--- config.mk ---
export PLATFORM = sky130hd
export DESIGN_NAME = mesi_ccu
export DESIGN_NICKNAME = d
export VERILOG_FILES = /design/src/rtl/mesi_pkg.sv /design/src/rtl/ccu_rr_arbiter.sv /design/src/rtl/mesi_ccu.sv
export SDC_FILE = /design/constraint.sdc
export NUM_CORES = 1
export LEC_CHECK = 0
export BUFFER_PORTS_ARGS = -buffer_cell sky130_fd_sc_hd__buf_2
export CAP_MARGIN = 20
export CORE_AREA = 2 2 149 151
export CTS_CLUSTER_SIZE = 10
export DETAILED_ROUTE_END_ITERATION = 8
export DIE_AREA = 0 0 151 153
export GPL_TIMING_DRIVEN = 0
export SLEW_MARGIN = 0
export SYNTH_ARGS = -nofsm -noshare
export SYNTH_HDL_FRONTEND = slang
export SYNTH_SLANG_ARGS = --single-unit
export TNS_END_PERCENT = 10
--- constraint.sdc ---
create_clock -name clk -period 6.2 [get_ports clk]
set_clock_uncertainty 0.05 [all_clocks]
set_input_delay 1.55 -clock clk [delete_from_list [all_inputs] [get_ports clk]]
set_output_delay 1.55 -clock clk [all_outputs]
set_load 0.005 [all_outputs]
--- src/rtl/mesi_pkg.sv ---
`default_nettype none
// ============================================================================
//  Module      : mesi_pkg
//  Description : Shared types and constants for the two-core MESI coherence
//                unit (line states, CCU FSM states, system sizes).
//  Revision    : 1.0 - initial release
// ============================================================================
package mesi_pkg;

    localparam int NUM_CORES  = 2;
    localparam int WORD_OFF_W = 2;

    // Line state encoding shared with the L1 controllers
    typedef enum logic [1:0] {
        MESI_M = 2'b00,
        MESI_E = 2'b01,
        MESI_S = 2'b10,
        MESI_I = 2'b11
    } mesi_t;

    // Coherence unit transaction states
    typedef enum logic [2:0] {
        ST_IDLE   = 3'd0,
        ST_SNOOP  = 3'd1,
        ST_WB     = 3'd2,
        ST_MEM_RD = 3'd3,
        ST_RESP   = 3'd4
    } ccu_state_t;

endpackage : mesi_pkg
`default_nettype wire

--- src/rtl/ccu_rr_arbiter.sv ---
`default_nettype none
// ============================================================================
//  Module      : ccu_rr_arbiter
//  Description : Two-way round-robin arbiter. The core granted most recently
//                loses a tie, and the core just served is masked for the one
//                cycle following its response so a request that is still
//                high while the L1 sees ccu_ready is not granted twice.
//  Revision    : 1.0 - initial release
// ============================================================================
module ccu_rr_arbiter
    import mesi_pkg::*;
(
    input  logic                 clk,
    input  logic                 rst,
    input  logic [NUM_CORES-1:0] req,
    input  logic                 en,
    input  logic                 served_valid,
    output logic                 grant_id,
    output logic                 grant_valid
);

    logic                 r_last;     // core granted most recently
    logic                 r_mask;     // previous cycle was a response
    logic [NUM_CORES-1:0] w_mask;
    logic [NUM_CORES-1:0] w_req;

    assign w_mask = r_mask ? (r_last ? 2'b10 : 2'b01) : 2'b00;
    assign w_req  = req & ~w_mask;

    // Pick a winner: on a tie the core not served last wins
    always_comb begin
        grant_valid = en && (w_req != 2'b00);
        grant_id    = 1'b0;
        if (w_req == 2'b11) begin
            grant_id = ~r_last;
        end else begin
            grant_id = w_req[1];
        end
    end

    // Track the last grant and the one-cycle post-service mask;
    // reset points the last grant at core 1 so core 0 wins first
    always_ff @(posedge clk or posedge rst) begin
        if (rst) begin
            r_last <= 1'b1;
            r_mask <= 1'b0;
        end else begin
            if (grant_valid) begin
                r_last <= grant_id;
            end
            r_mask <= served_valid;
        end
    end

endmodule : ccu_rr_arbiter
`default_nettype wire

--- src/rtl/mesi_ccu.sv ---
`default_nettype none
// ============================================================================
//  Module      : mesi_ccu
//  Description : Coherence unit for a two-core MESI system. Arbitrates L1
//                misses, snoops the peer L1 (share or invalidate), writes
//                back dirty snooped words, fetches from memory on a read
//                miss and returns data plus the state to install.
//  Revision    : 1.0 - initial release
// ============================================================================
module mesi_ccu
    import mesi_pkg::*;
#(
    parameter int ADDR_W = 32,
    parameter int DATA_W = 32
) (
    input  logic                          clk,
    input  logic                          rst,
    input  logic [NUM_CORES-1:0]          req,
    input  logic [NUM_CORES-1:0]          req_rd,
    input  logic [NUM_CORES-1:0]          req_wr,
    input  logic [NUM_CORES*ADDR_W-1:0]   req_addr,
    input  logic [NUM_CORES*DATA_W-1:0]   req_data,
    output logic [NUM_CORES-1:0]          ccu_ready,
    output logic [DATA_W-1:0]             data_out_ccu,
    output logic [1:0]                    upd_state,
    output logic [NUM_CORES-1:0]          snp_req,
    output logic [NUM_CORES-1:0]          snp_inv,
    output logic [ADDR_W-1:0]             snp_addr,
    output logic [1:0]                    snp_state,
    input  logic [NUM_CORES-1:0]          snp_ack,
    input  logic [NUM_CORES-1:0]          snp_hit,
    input  logic [NUM_CORES-1:0]          snp_dirty,
    input  logic [NUM_CORES*DATA_W-1:0]   snp_data,
    output logic                          mem_rd,
    output logic                          mem_wr,
    output logic [ADDR_W-1:0]             mem_addr,
    output logic [DATA_W-1:0]             mem_wdata,
    input  logic [DATA_W-1:0]             mem_rdata,
    input  logic                          mem_ack
);

    ccu_state_t          r_state;
    ccu_state_t          w_next;
    logic                r_gnt;        // requesting core
    logic                r_wr;         // latched operation is a write
    logic [ADDR_W-1:0]   r_addr;
    logic [DATA_W-1:0]   r_wdata;
    logic [DATA_W-1:0]   r_snp_data;   // word returned by the peer snoop
    logic [DATA_W-1:0]   r_resp_data;
    mesi_t               r_upd;

    logic                w_gid;
    logic                w_gvalid;
    logic                w_sel_wr;
    logic [ADDR_W-1:0]   w_sel_addr;
    logic [DATA_W-1:0]   w_sel_data;
    logic [1:0]          w_peer_oh;
    logic                w_snp_ack_p;
    logic                w_snp_hit_p;
    logic                w_snp_dirty_p;
    logic [DATA_W-1:0]   w_snp_data_p;
    logic                w_unused_rd;

    ccu_rr_arbiter u_arb (
        .clk          (clk),
        .rst          (rst),
        .req          (req),
        .en           (r_state == ST_IDLE),
        .served_valid (r_state == ST_RESP),
        .grant_id     (w_gid),
        .grant_valid  (w_gvalid)
    );

    // Write wins when both op bits are set, read when neither is, so only
    // req_wr decides the operation
    assign w_unused_rd = &{1'b0, req_rd};

    assign w_sel_wr   = w_gid ? req_wr[1] : req_wr[0];
    assign w_sel_addr = w_gid ? req_addr[2*ADDR_W-1:ADDR_W] : req_addr[ADDR_W-1:0];
    assign w_sel_data = w_gid ? req_data[2*DATA_W-1:DATA_W] : req_data[DATA_W-1:0];

    // Peer-side snoop response; the requester's own ack lines are ignored
    assign w_peer_oh     = r_gnt ? 2'b01 : 2'b10;
    assign w_snp_ack_p   = r_gnt ? snp_ack[0]   : snp_ack[1];
    assign w_snp_hit_p   = r_gnt ? snp_hit[0]   : snp_hit[1];
    assign w_snp_dirty_p = r_gnt ? snp_dirty[0] : snp_dirty[1];
    assign w_snp_data_p  = r_gnt ? snp_data[DATA_W-1:0] : snp_data[2*DATA_W-1:DATA_W];

    assign snp_addr     = r_addr;
    assign mem_addr     = r_addr;
    assign mem_wdata    = r_snp_data;
    assign data_out_ccu = r_resp_data;
    assign upd_state    = r_upd;

    // State register plus the transaction datapath registers
    always_ff @(posedge clk or posedge rst) begin
        if (rst) begin
            r_state     <= ST_IDLE;
            r_gnt       <= 1'b0;
            r_wr        <= 1'b0;
            r_addr      <= '0;
            r_wdata     <= '0;
            r_snp_data  <= '0;
            r_resp_data <= '0;
            r_upd       <= MESI_I;
        end else begin
            r_state <= w_next;
            case (r_state)
                ST_IDLE: begin
                    if (w_gvalid) begin
                        r_gnt   <= w_gid;
                        r_wr    <= w_sel_wr;
                        r_addr  <= w_sel_addr;
                        r_wdata <= w_sel_data;
                    end
                end
                ST_SNOOP: begin
                    if (w_snp_ack_p) begin
                        r_snp_data  <= w_snp_data_p;
                        r_resp_data <= r_wr ? r_wdata : w_snp_data_p;
                        r_upd       <= r_wr ? MESI_M : (w_snp_hit_p ? MESI_S : MESI_E);
                    end
                end
                ST_MEM_RD: begin
                    if (mem_ack) begin
                        r_resp_data <= mem_rdata;
                    end
                end
                default: ;
            endcase
        end
    end

    // Next-state decode and Moore strobes
    always_comb begin
        w_next    = r_state;
        ccu_ready = '0;
        snp_req   = '0;
        snp_inv   = '0;
        snp_state = MESI_I;
        mem_rd    = 1'b0;
        mem_wr    = 1'b0;
        case (r_state)
            ST_IDLE: begin
                if (w_gvalid) begin
                    w_next = ST_SNOOP;
                end
            end
            ST_SNOOP: begin
                if (r_wr) begin
                    snp_inv   = w_peer_oh;
                    snp_state = MESI_I;
                end else begin
                    snp_req   = w_peer_oh;
                    snp_state = MESI_S;
                end
                if (w_snp_ack_p) begin
                    if (w_snp_hit_p && w_snp_dirty_p) begin
                        w_next = ST_WB;
                    end else if (!r_wr && !w_snp_hit_p) begin
                        w_next = ST_MEM_RD;
                    end else begin
                        w_next = ST_RESP;
                    end
                end
            end
            ST_WB: begin
                mem_wr = 1'b1;
                if (mem_ack) begin
                    w_next = ST_RESP;
                end
            end
            ST_MEM_RD: begin
                mem_rd = 1'b1;
                if (mem_ack) begin
                    w_next = ST_RESP;
                end
            end
            ST_RESP: begin
                ccu_ready = r_gnt ? 2'b10 : 2'b01;
                w_next    = ST_IDLE;
            end
            default: begin
                w_next = ST_IDLE;
            end
        endcase
    end

endmodule : mesi_ccu
`default_nettype wire

==> results of run 1 <==
## power by group
part,internal [mW],switching (mW),total (mW)
sequential,1.35,0.261,1.61
combinational,1.08,1.37,2.45
clock,0.608,0.407,1.02
total,3.04,2.04,5.08
## sequential cells by signal (all words and copies together), names as in the netlist
name          flops
r_state           3
upd_state         2
r_wdata          32
r_wr              1
r_gnt             1
u_arb.r_last      1
mem_wdata        32
data_out_ccu     32
u_arb.r_mask      1
mem_addr         32
## cell usage in the layout (no fill, tap or decap), drive strengths merged
| master | instances |
|---|---|
| a211oi | 33 |
| a21oi | 99 |
| a31oi | 1 |
| and3b | 1 |
| buf | 443 |
| bufinv | 2 |
| clkbuf | 41 |
| clkinv | 5 |
| clkinvlp | 2 |
| conb | 1 |
| dfrtp | 134 |
| dfstp | 3 |
| diode | 3 |
| inv | 9 |
| mux2 | 4 |
| mux2i | 100 |
| nand2 | 71 |
| nand2b | 2 |
| nand3 | 1 |
| nand3b | 1 |
| nor2 | 73 |
| nor2b | 32 |
| nor3 | 3 |
| nor3b | 1 |
| o2111ai | 1 |
| o21ai | 67 |
| o221ai | 1 |
| o31ai | 2 |
| o32ai | 1 |
| or3 | 1 |
## worst max-delay path by stage
| stage | start | to | slack, ns | depth (start not counted) |
|---|---|---|---|---|
| 6_report | r_wr | snp_req[0] | 2.44 | 6 |
| 5_1_grt | r_wr | snp_req[0] | 2.30 | 6 |
| 4_1_cts | r_wr | snp_req[0] | 2.44 | 6 |
| 3_5_place_dp | snp_ack[1] | data_out_ccu[23] | 2.85 | 6 |
| 3_3_place_gp | rst | data_out_ccu[4] | -0.89 | 2 |
| 2_1_floorplan | rst | data_out_ccu[0] | 0.94 | 1 |
## routing by layer
metal / GRT usage / vias to the layer above
li1: - / 3275
met1: 0.2673 / 3037
met2: 0.3513 / 269
met3: 0.04806 / 38
met4: 0.07922 / 0
met5: 0 / -
## synthesized netlist by cell type (2+ instances only)
library cell,n
buf_4,36
nor3_1,3
nand2b_1,2
nand2_1,71
dfrtp_1,134
o21ai_0,67
nor2_1,73
clkbuf_1,21
a211oi_1,32
a21oi_1,99
mux2_2,4
inv_1,5
buf_1,4
mux2i_1,100
o31ai_1,2
nor2b_1,32
buf_2,26
dfstp_2,3
## layout make-up
type | instances | area [µm²]
inverter | 6 | 27.53
buffer | 88 | 505.5
multi-input combinational | 496 | 2998
clock buffer | 20 | 446.7
clock inverter | 12 | 141.4
timing repair buffer | 376 | 1904
antenna | 3 | 7.507
sequential | 137 | 3432
tap | 280 | 350.3
fill | 2208 | 11670
## per-stage QoR
stage,hold slack (ns),area (µm²)
4_1_cts,0.4238,9806
6_report,0.4228,9813
5_1_grt,0.4421,9811
2_1_floorplan,0.4093,6958
3_3_place_gp,0.4073,9185
3_5_place_dp,0.4145,9218
## worst register-to-register path, cell delays in order, from the launching register on
cell	delay (ns)
dfrtp_1	0.35
buf_2	0.16
nor3b_1	0.54
nand2_1	0.34
buf_2	0.29
buf_1	0.29
nand2_1	0.14
o21ai_0	0.09
## cell families (layout without fill, tap and decap cells)
| group | after synthesis | after routing | synth area share |
|---|---|---|---|
| other cells | 1 | 4 | 0.0005390 |
| compound gates | 205 | 205 | 0.1645 |
| mux | 104 | 104 | 0.1503 |
| flops | 137 | 137 | 0.4933 |
| buf+inv | 94 | 502 | 0.07588 |
| simple gates | 186 | 186 | 0.1154 |
==> flow_summary.toml, run 1 <==
[sta]
fin_ws_ns = 2.445
finalHoldViolations = 0
period_needed_ns = 3.755
slew_violations = 0
setup_viol = 0
tns_ns = 0
worst_pin_slew_ns = 0.7793
period_share = 0.6057
fmax_mhz = 266.3
relSlewSlack = 0.4804
rsz0062_at_grt = "no"

[logic_synthesis]
synth_enable_flop_cells = 0
synthTopCellsByArea = "dfrtp_1 (48%), mux2i_1 (14%), a21oi_1 (7.1%)"
synthArstFlopShare = 1.000
yosysUniqueCellTypes = 31
ys_seq_elements = 137
mappedNetlistNets = 966
synth_seq_area_share = 0.4933
yosysWarnings = 0
synth_top_area_cell = "dfrtp_1"
avgSynthCellArea_um2 = 9.571
syn_inst = 727
synth.top_cell.area_share = 0.4819
yosys_most_used_dff = "dfrtp_1"
synth_area_um2 = 6958

[drt]
dr_wl_met2_mm = 12.08
drc = 0
met3_length_mm = 1.513
drt-initial-drc-count = 219
avgViaCountPerCell = 4.668
drt-total-wl_mm = 24.36
highest_layer = "met4"
wl_met1_mm = 10.14
postRouteAntennaNets = 0
drt_first_pass_iters = 4
wl_per_cell_um = 17.18
dr_total_vias = 6619

[cts]
cts_tree = "done"
clockBufferDepth = 2
clock_latency_ns = 0.42
cts_sinks = 137
postCtsSetupBuffers = 0
clk_pin_slew_ns = 0.06
postCtsHoldBufs = 0
cts_max_level = 4
cts_buffers = 17
post_cts_resize_count = 0
root_buffer = "clkbuf_16"

[floorplan]
fp.dieArea_um2 = 23100
die_w_um = 151
ioPinCount = 379
rows = 54
initial_core_util = 0.3238
core_um2 = 21490
dieHeight_um = 153

[worst_setup_path]
cp.required_ns = 4.60
critical_path_class = "flop to output pin"
r2r-start = "r_state[1]"
arrival_ns = 2.16
path_cells = "clkbuf_1 -> inv_2 -> buf_1 -> nand2_1 -> nor2_1 -> buf_2"
crit_path_top_delay_cell = "buf_1"
path_max_fanout = 10
startpoint_type = "flop"
r2r_slack_ns = 3.82
worstReg2RegEnd = "mem_wdata[5]"
worst_setup_path_end_kind = "output pin"
r2r_cells = 7
critPathTopFamily = "buffers and inverters"
critPathMaxStageDelay_ns = 0.42
crit_buf_inv = 4

[placed_design]
place_inst = 1383
post-place-ws_ns = 2.849
hpwl_mm = 19.23
routabilityCongestion = 0.8339
numPortBuffers = 375

[global_route]
grt_max_degree = 71
track_usage = 0.2114
antenna_found_initial = 3
grt_overflow = 0
grt_pass1_vias = 6620
grt_pass1_wl_mm = 36.96

[final_layout]
post-route-util = 0.4567
synthToLayoutAreaGrowth_pct = 41.04
instances_no_fill = 1418
nNetsFinal = 1361
drive_gt1_frac = 0.4229

[worst_hold_path]
min-delay-path-class = "flop to flop"
holdPathEnd = "upd_state[1]"
min-delay-start = "upd_state[1]"
hold_depth = 2

[pwr]
power_mw = 5.076
p_leak_nw = 5.033
p_per_area_nw_per_um2 = 517.2
ir_drop_uv = 200.0

[status]
outcome = "completed"

[run]
maxCapViolCount = 0
No activity file was read; power rests on OpenSTA's default activity.
==> run 2: changes to the inputs <==
--- a/config.mk
+++ b/config.mk
@@ -5,13 +5,15 @@
 export SDC_FILE = /design/constraint.sdc
 export NUM_CORES = 1
 export LEC_CHECK = 0
+export ABC_AREA = 1
 export BUFFER_PORTS_ARGS = -buffer_cell sky130_fd_sc_hd__buf_2
 export CAP_MARGIN = 20
-export CORE_AREA = 2 2 149 151
+export CORE_AREA = 2 2 148 150
 export CTS_CLUSTER_SIZE = 10
 export DETAILED_ROUTE_END_ITERATION = 8
-export DIE_AREA = 0 0 151 153
+export DIE_AREA = 0 0 150 152
 export GPL_TIMING_DRIVEN = 0
+export PLACE_DENSITY = 0.66
 export SLEW_MARGIN = 0
 export SYNTH_ARGS = -nofsm -noshare
 export SYNTH_HDL_FRONTEND = slang
==> constraint.sdc (replaced) <==
create_clock -name clk -period 3.6 [get_ports clk]
set_clock_uncertainty 0.05 [all_clocks]
set_input_delay 0.9 -clock clk [delete_from_list [all_inputs] [get_ports clk]]
set_output_delay 0.9 -clock clk [all_outputs]
set_load 0.005 [all_outputs]
==> run 2 against run 1 <==
Clock-buffer cell count down 1. Sequential share of layout area down 2.7 points. Critical path depth unchanged. Final area rose by 8.3%. Clock power grew 72%. Largest cell class is now multi-input combinational cells. Highest routed layer is now met5.
==> flow_summary.toml, run 2 <==
[worst_hold_path]
holdPathEnd = "data_out_ccu[8]"
min-delay-start = "data_out_ccu[8]"
min-delay-path-class = "flop to flop"
hold_depth = 2

[logic_synthesis]
synth_enable_flop_cells = 0
mappedNetlistNets = 1355
synth.top_cell.area_share = 0.4332
synthArstFlopShare = 1.000
yosys_most_used_dff = "dfrtp_1"
synth_commonest_cells = "nand2_1 (599), dfrtp_1 (134), nand3_1 (83), nor2_1 (47), o21ai_0 (46)"
syn_inst = 1116
synth_top_area_cell = "dfrtp_1"
yosysWarnings = 0
synth_area_um2 = 7740
synth.most_common_cell = "nand2_1"
ys_seq_elements = 137
synthTopCellsByArea = "dfrtp_1 (43%), nand2_1 (29%), nand3_1 (5.4%)"
yosysUniqueCellTypes = 24
synth_seq_area_share = 0.4434
avgSynthCellArea_um2 = 6.935

[sta]
rsz0062_at_grt = "no"
period_share = 0.7737
worst_pin_slew_ns = 0.7472
setup_viol = 0
slew_violations = 0
tns_ns = 0
finalHoldViolations = 0
fmax_mhz = 359.0
period_needed_ns = 2.785
relSlewSlack = 0.5008

[final_layout]
synthToLayoutAreaGrowth_pct = 37.31
drive_gt1_frac = 0.3421
instances_no_fill = 1810
layout_commonest_cell = "nand2_1"
final_cell_mix = "nand2_1 (599), buf_2 (409), dfrtp_1 (134)"
nNetsFinal = 1752

[worst_setup_path]
path_max_fanout = 10
arrival_ns = 1.84
worst_setup_path_end_kind = "output pin"
worstReg2RegEnd = "r_wdata[30]"
critPathMaxStageDelay_ns = 0.40
cp_common_cell = "buf_2"
critical_path_class = "flop to output pin"
startpoint_type = "flop"
cp.required_ns = 2.65
crit_path_top_delay_cell = "dfrtp_1"
path_cells = "inv_1 -> buf_2 -> buf_2 -> nand2_1 -> nor2_1 -> buf_2"
r2r_cells = 8
r2r-start = "u_arb.r_last"
r2r_slack_ns = 1.73

[cts]
root_buffer = "clkbuf_16"
clockBufferDepth = 2
cts_max_level = 4
clock_latency_ns = 0.42
post_cts_resize_count = 0
clk_pin_slew_ns = 0.06
postCtsHoldBufs = 0
cts_sinks = 137
cts_tree = "done"
cts_buffers = 17
postCtsSetupBuffers = 0

[pwr]
power_mw = 9.401
intPower_mw = 5.358
p_leak_nw = 6.128
p_switching_mw = 4.043
pwr-share-comb = 0.513
p_per_area_nw_per_um2 = 884.6
clkPwrFrac = 0.186
ir_drop_uv = 339.2
p_seq_frac = 0.300
p_sw_frac = 0.4301

[floorplan]
ioPinCount = 379
fp.dieArea_um2 = 22800
rows = 54
core_um2 = 21350
dieHeight_um = 152
die_w_um = 150
initial_core_util = 0.3625

[placed_design]
numPortBuffers = 375
routabilityCongestion = 0.8663
place_inst = 1774
hpwl_mm = 22.21

[drt]
postRouteAntennaNets = 0
wl_per_cell_um = 15.69
drc = 0
avgViaCountPerCell = 4.704
drt-total-wl_mm = 28.40
drt_first_pass_iters = 6
dr_total_vias = 8514
drt-initial-drc-count = 339

[global_route]
grt_max_degree = 42
track_usage = 0.2444
grt_pass1_wl_mm = 43.00
busiest_layer = "met2"
grtUsageMet1 = 0.3228
grt_util_met2 = 0.4044
grt_overflow = 0
gr-usage-met3 = 0.04625
antenna_found_initial = 5
grt_pass1_vias = 8078

[status]
outcome = "completed"

[run]
maxCapViolCount = 0
==> run 2: cell count changes in the layout (fill, tap and decap cells not counted), sizes merged, moves of 20 or more <==
cell	delta
a211oi	-33
nor2	-22
nand2	+531
buf	+20
mux2i	-100
o21a	+32
nor2b	-32
a21oi	-98
nand3	+83
==> run 2: how the worst max path moves through the flow <==
stage,to,startpoint,cells after the start,slack (ns)
after global placement,data_out_ccu[13],rst,2,-0.07
after global routing,snp_req[1],r_wr,6,0.68
after CTS,snp_req[0],r_wr,6,0.81
after floorplan,data_out_ccu[0],rst,1,0.95
after detailed placement,snp_req[0],r_wr,6,1.27
final,snp_req[0],r_wr,6,0.81
==> run 2: power groups by stage <==
stage	clock network [mW]	logic [mW]	registers (mW)
CTS	1.78	4.86	2.82
global route	1.85	5.45	2.91
finish	1.75	4.83	2.82
detailed placement	0	4.85	2.83
global placement	0	4.77	2.84
floorplan	0	3.00	2.77
==> run 2: metrics by stage <==
stage	utilization	instance area (µm²)	hold WS [ns]	setup WS [ns]
final	0.4978	10630	0.4156	0.8145
after floorplan	-	7744	0.3914	0.9453
after global placement	0.4670	9971	0.4000	-0.06814
after global routing	0.4977	10630	0.4322	0.6805
after CTS	0.4973	10620	0.4204	0.8145
after detailed placement	0.4698	10030	0.4038	1.271
==> run 2: layer usage <==
metal / vias to the layer above / routed length [µm]
li1: 4262 / -
met1: 3867 / 12210
met2: 345 / 13670
met3: 38 / 2032
met4: 2 / 473
met5: - / 13
==> run 2: layout make-up <==
type	instances	area, µm²
multi-input cells	859	3605
inverters	19	75.07
fillers	2202	10720
well taps	280	350.3
diodes	4	10.01
plain buffers	101	631.9
clock buffers	19	442.9
clock inverters	13	143.9
flip-flops and latches	137	3432
repair buffers	378	1937
==> run 2: critical path, delay by kind of cell (launching register included) <==
family	cells	cell delay, ns
flops	1	0.40
simple gates	2	0.22
buf+inv	4	0.80
==> run 2: cell families after synthesis <==
group	count (synthesis)	synth area share
other	1	0.0004845
AO/OA/AOI/OAI	106	0.07889
flip-flops	137	0.4434
buffers and inverters	120	0.09085
AND/OR/NAND/NOR	752	0.3864
==> run 3: changes to the inputs <==
--- a/config.mk
+++ b/config.mk
@@ -13,7 +13,7 @@
 export DETAILED_ROUTE_END_ITERATION = 8
 export DIE_AREA = 0 0 150 152
 export GPL_TIMING_DRIVEN = 0
-export PLACE_DENSITY = 0.66
+export PLACE_DENSITY = 0.68
 export SLEW_MARGIN = 0
 export SYNTH_ARGS = -nofsm -noshare
 export SYNTH_HDL_FRONTEND = slang
==> constraint.sdc (replaced) <==
create_clock -name clk -period 2.25 [get_ports clk]
set_clock_uncertainty 0.05 [all_clocks]
set_input_delay 0.5625 -clock clk [delete_from_list [all_inputs] [get_ports clk]]
set_output_delay 0.5625 -clock clk [all_outputs]
set_load 0.005 [all_outputs]
==> run 3 against run 2 <==
Worst hold slack lost 0.18 ns. Global-route usage grew 0.45 points. Sequential cell count is the same. Wire length grew 1.7%. Clock power grew 65%. Register-to-register slack lost 1.3 ns. Sequential share of layout area shrank 0.13 points. First-iteration DRC count grew 35%. Setup slack lost 0.80 ns. Via count grew 1.3%. Power grew 62%. Critical path depth shrank 2. Critical path type unchanged.
==> flow_summary.toml, run 3 (synthesized netlist as in run 2, its figures left out) <==
[status]
outcome = "completed"

[floorplan]
fp.dieArea_um2 = 22800
initial_core_util = 0.3625
core_um2 = 21350
dieHeight_um = 152
ioPinCount = 379
rows = 54
die_w_um = 150

[drt]
dr_total_vias = 8621
drt-initial-drc-count = 457
wl_per_cell_um = 15.96
highest_layer = "met5"
drt-total-wl_mm = 28.87
dr_wl_met2_mm = 13.91
drt_first_pass_iters = 5
wl_met1_mm = 12.31
drc = 0
postRouteAntennaNets = 0
avgViaCountPerCell = 4.766
met3_length_mm = 2.082

[sta]
fmax_mhz = 448.0
period_needed_ns = 2.232
rsz0062_at_grt = "yes"
slew_violations = 0
setup_viol = 0
finalHoldViolations = 0
period_share = 0.9921
relSlewSlack = 0.4484
hold_ws_ns = 0.2403
worst_pin_slew_ns = 0.8257
tns_ns = 0

[cts]
clockBufferDepth = 2
cts_max_level = 4
cts_tree = "done"
cts_buffers = 17
cts_sinks = 137
clock_latency_ns = 0.42
root_buffer = "clkbuf_16"
postCtsHoldBufs = 0
clk_pin_slew_ns = 0.06

[run]
maxCapViolCount = 0

[worst_setup_path]
cp.required_ns = 1.64
startpoint_type = "flop"
r2r_cells = 8
crit_start = "r_gnt"
worstReg2RegEnd = "data_out_ccu[19]"
path_max_fanout = 10
critical_path_class = "flop to output pin"
crit_end = "snp_inv[1]"
r2r-start = "r_gnt"
r2r_slack_ns = 0.39
arrival_ns = 1.62
worst_setup_path_end_kind = "output pin"

[placed_design]
routabilityCongestion = 0.8834
numPortBuffers = 375
place_inst = 1774
hpwl_mm = 22.45

[pwr]
clkPwrFrac = 0.190
p_per_area_nw_per_um2 = 1426
power_mw = 15.22
ir_drop_uv = 470.8
p_switching_mw = 6.506
pwr-share-comb = 0.513
intPower_mw = 8.719
p_leak_nw = 6.150
p_sw_frac = 0.4273
p_seq_frac = 0.297

[final_layout]
layout_commonest_cell = "nand2_1"
instances_no_fill = 1809
synthToLayoutAreaGrowth_pct = 37.91
drive_gt1_frac = 0.3427
final_cell_mix = "nand2_1 (598), buf_2 (402), dfrtp_1 (133)"
nFillCells = 2235
nNetsFinal = 1752

[global_route]
track_usage = 0.2489
grt_pass1_vias = 8330
grt_max_degree = 42
grt_overflow = 0
antenna_found_initial = 5
grt_pass1_wl_mm = 44.15

[worst_hold_path]
min-delay-path-class = "primary input to asynchronous set/reset pin"
## run 3: layout make-up
type                            count  area [µm²]  share of cell area
Antenna cell                        3       7.507           0.0007033
Multi-Input combinational cell    859        3620              0.3391
Inverter                           19       75.07            0.007033
Clock buffer                       21       450.4             0.04220
Tap cell                          280       350.3             0.03282
Sequential cell                   137        3433              0.3216
Timing Repair Buffer              380        1952              0.1829
Clock inverter                     11       147.6             0.01383
Buffer                             99       638.1             0.05978
## run 3: timing repair
item / 4_1_cts / 5_1_grt
buffers inserted: 1 / 1
gates resized for setup: 5 / 6
pin swaps: 0 / 1
setup endpoints to repair: 8 / 6
## run 3: routing by layer
metal	track usage	up-vias
met5	0	-
met4	0.07727	4
met3	0.05285	44
met2	0.4131	354
met1	0.3242	3954
li1	-	4265
## run 3: worst max-delay path, stage by stage, from the launching register on
cell,delay [ns]
dfrtp_1,0.42
clkbuf_4,0.22
buf_4,0.21
nor3_1,0.21
buf_2,0.14
## run 3: power by group through the flow
stage          Clock [mW]  Sequential, mW  Combinational, mW
5_1_grt              3.05            4.65               8.84
2_1_floorplan           0            4.43               4.80
6_report             2.89            4.52               7.81
4_1_cts              2.92            4.50               7.85
3_5_place_dp            0            4.52               7.80
3_3_place_gp            0            4.52               7.63
## run 3: worst min path at each step
stage / depth (start not counted) / slack [ns] / from / endpoint
2_1_floorplan: 2 / 0.39 / r_wdata[12] / r_wdata[12]
3_3_place_gp: 2 / 0.40 / data_out_ccu[28] / data_out_ccu[28]
3_5_place_dp: 2 / 0.40 / data_out_ccu[2] / data_out_ccu[2]
4_1_cts: 2 / 0.26 / rst / mem_addr[22]
5_1_grt: 2 / 0.29 / rst / mem_addr[22]
6_report: 2 / 0.24 / rst / mem_addr[22]
## run 3: through the flow
step | util | setup WS (ns) | instance area [µm²]
2_1_floorplan | - | -0.06718 | 7744
5_1_grt | 0.4997 | -0.02223 | 10670
3_5_place_dp | 0.4698 | 0.2697 | 10030
4_1_cts | 0.4984 | -0.005674 | 10640
6_report | 0.4999 | 0.01781 | 10670
3_3_place_gp | 0.4670 | -1.106 | 9971
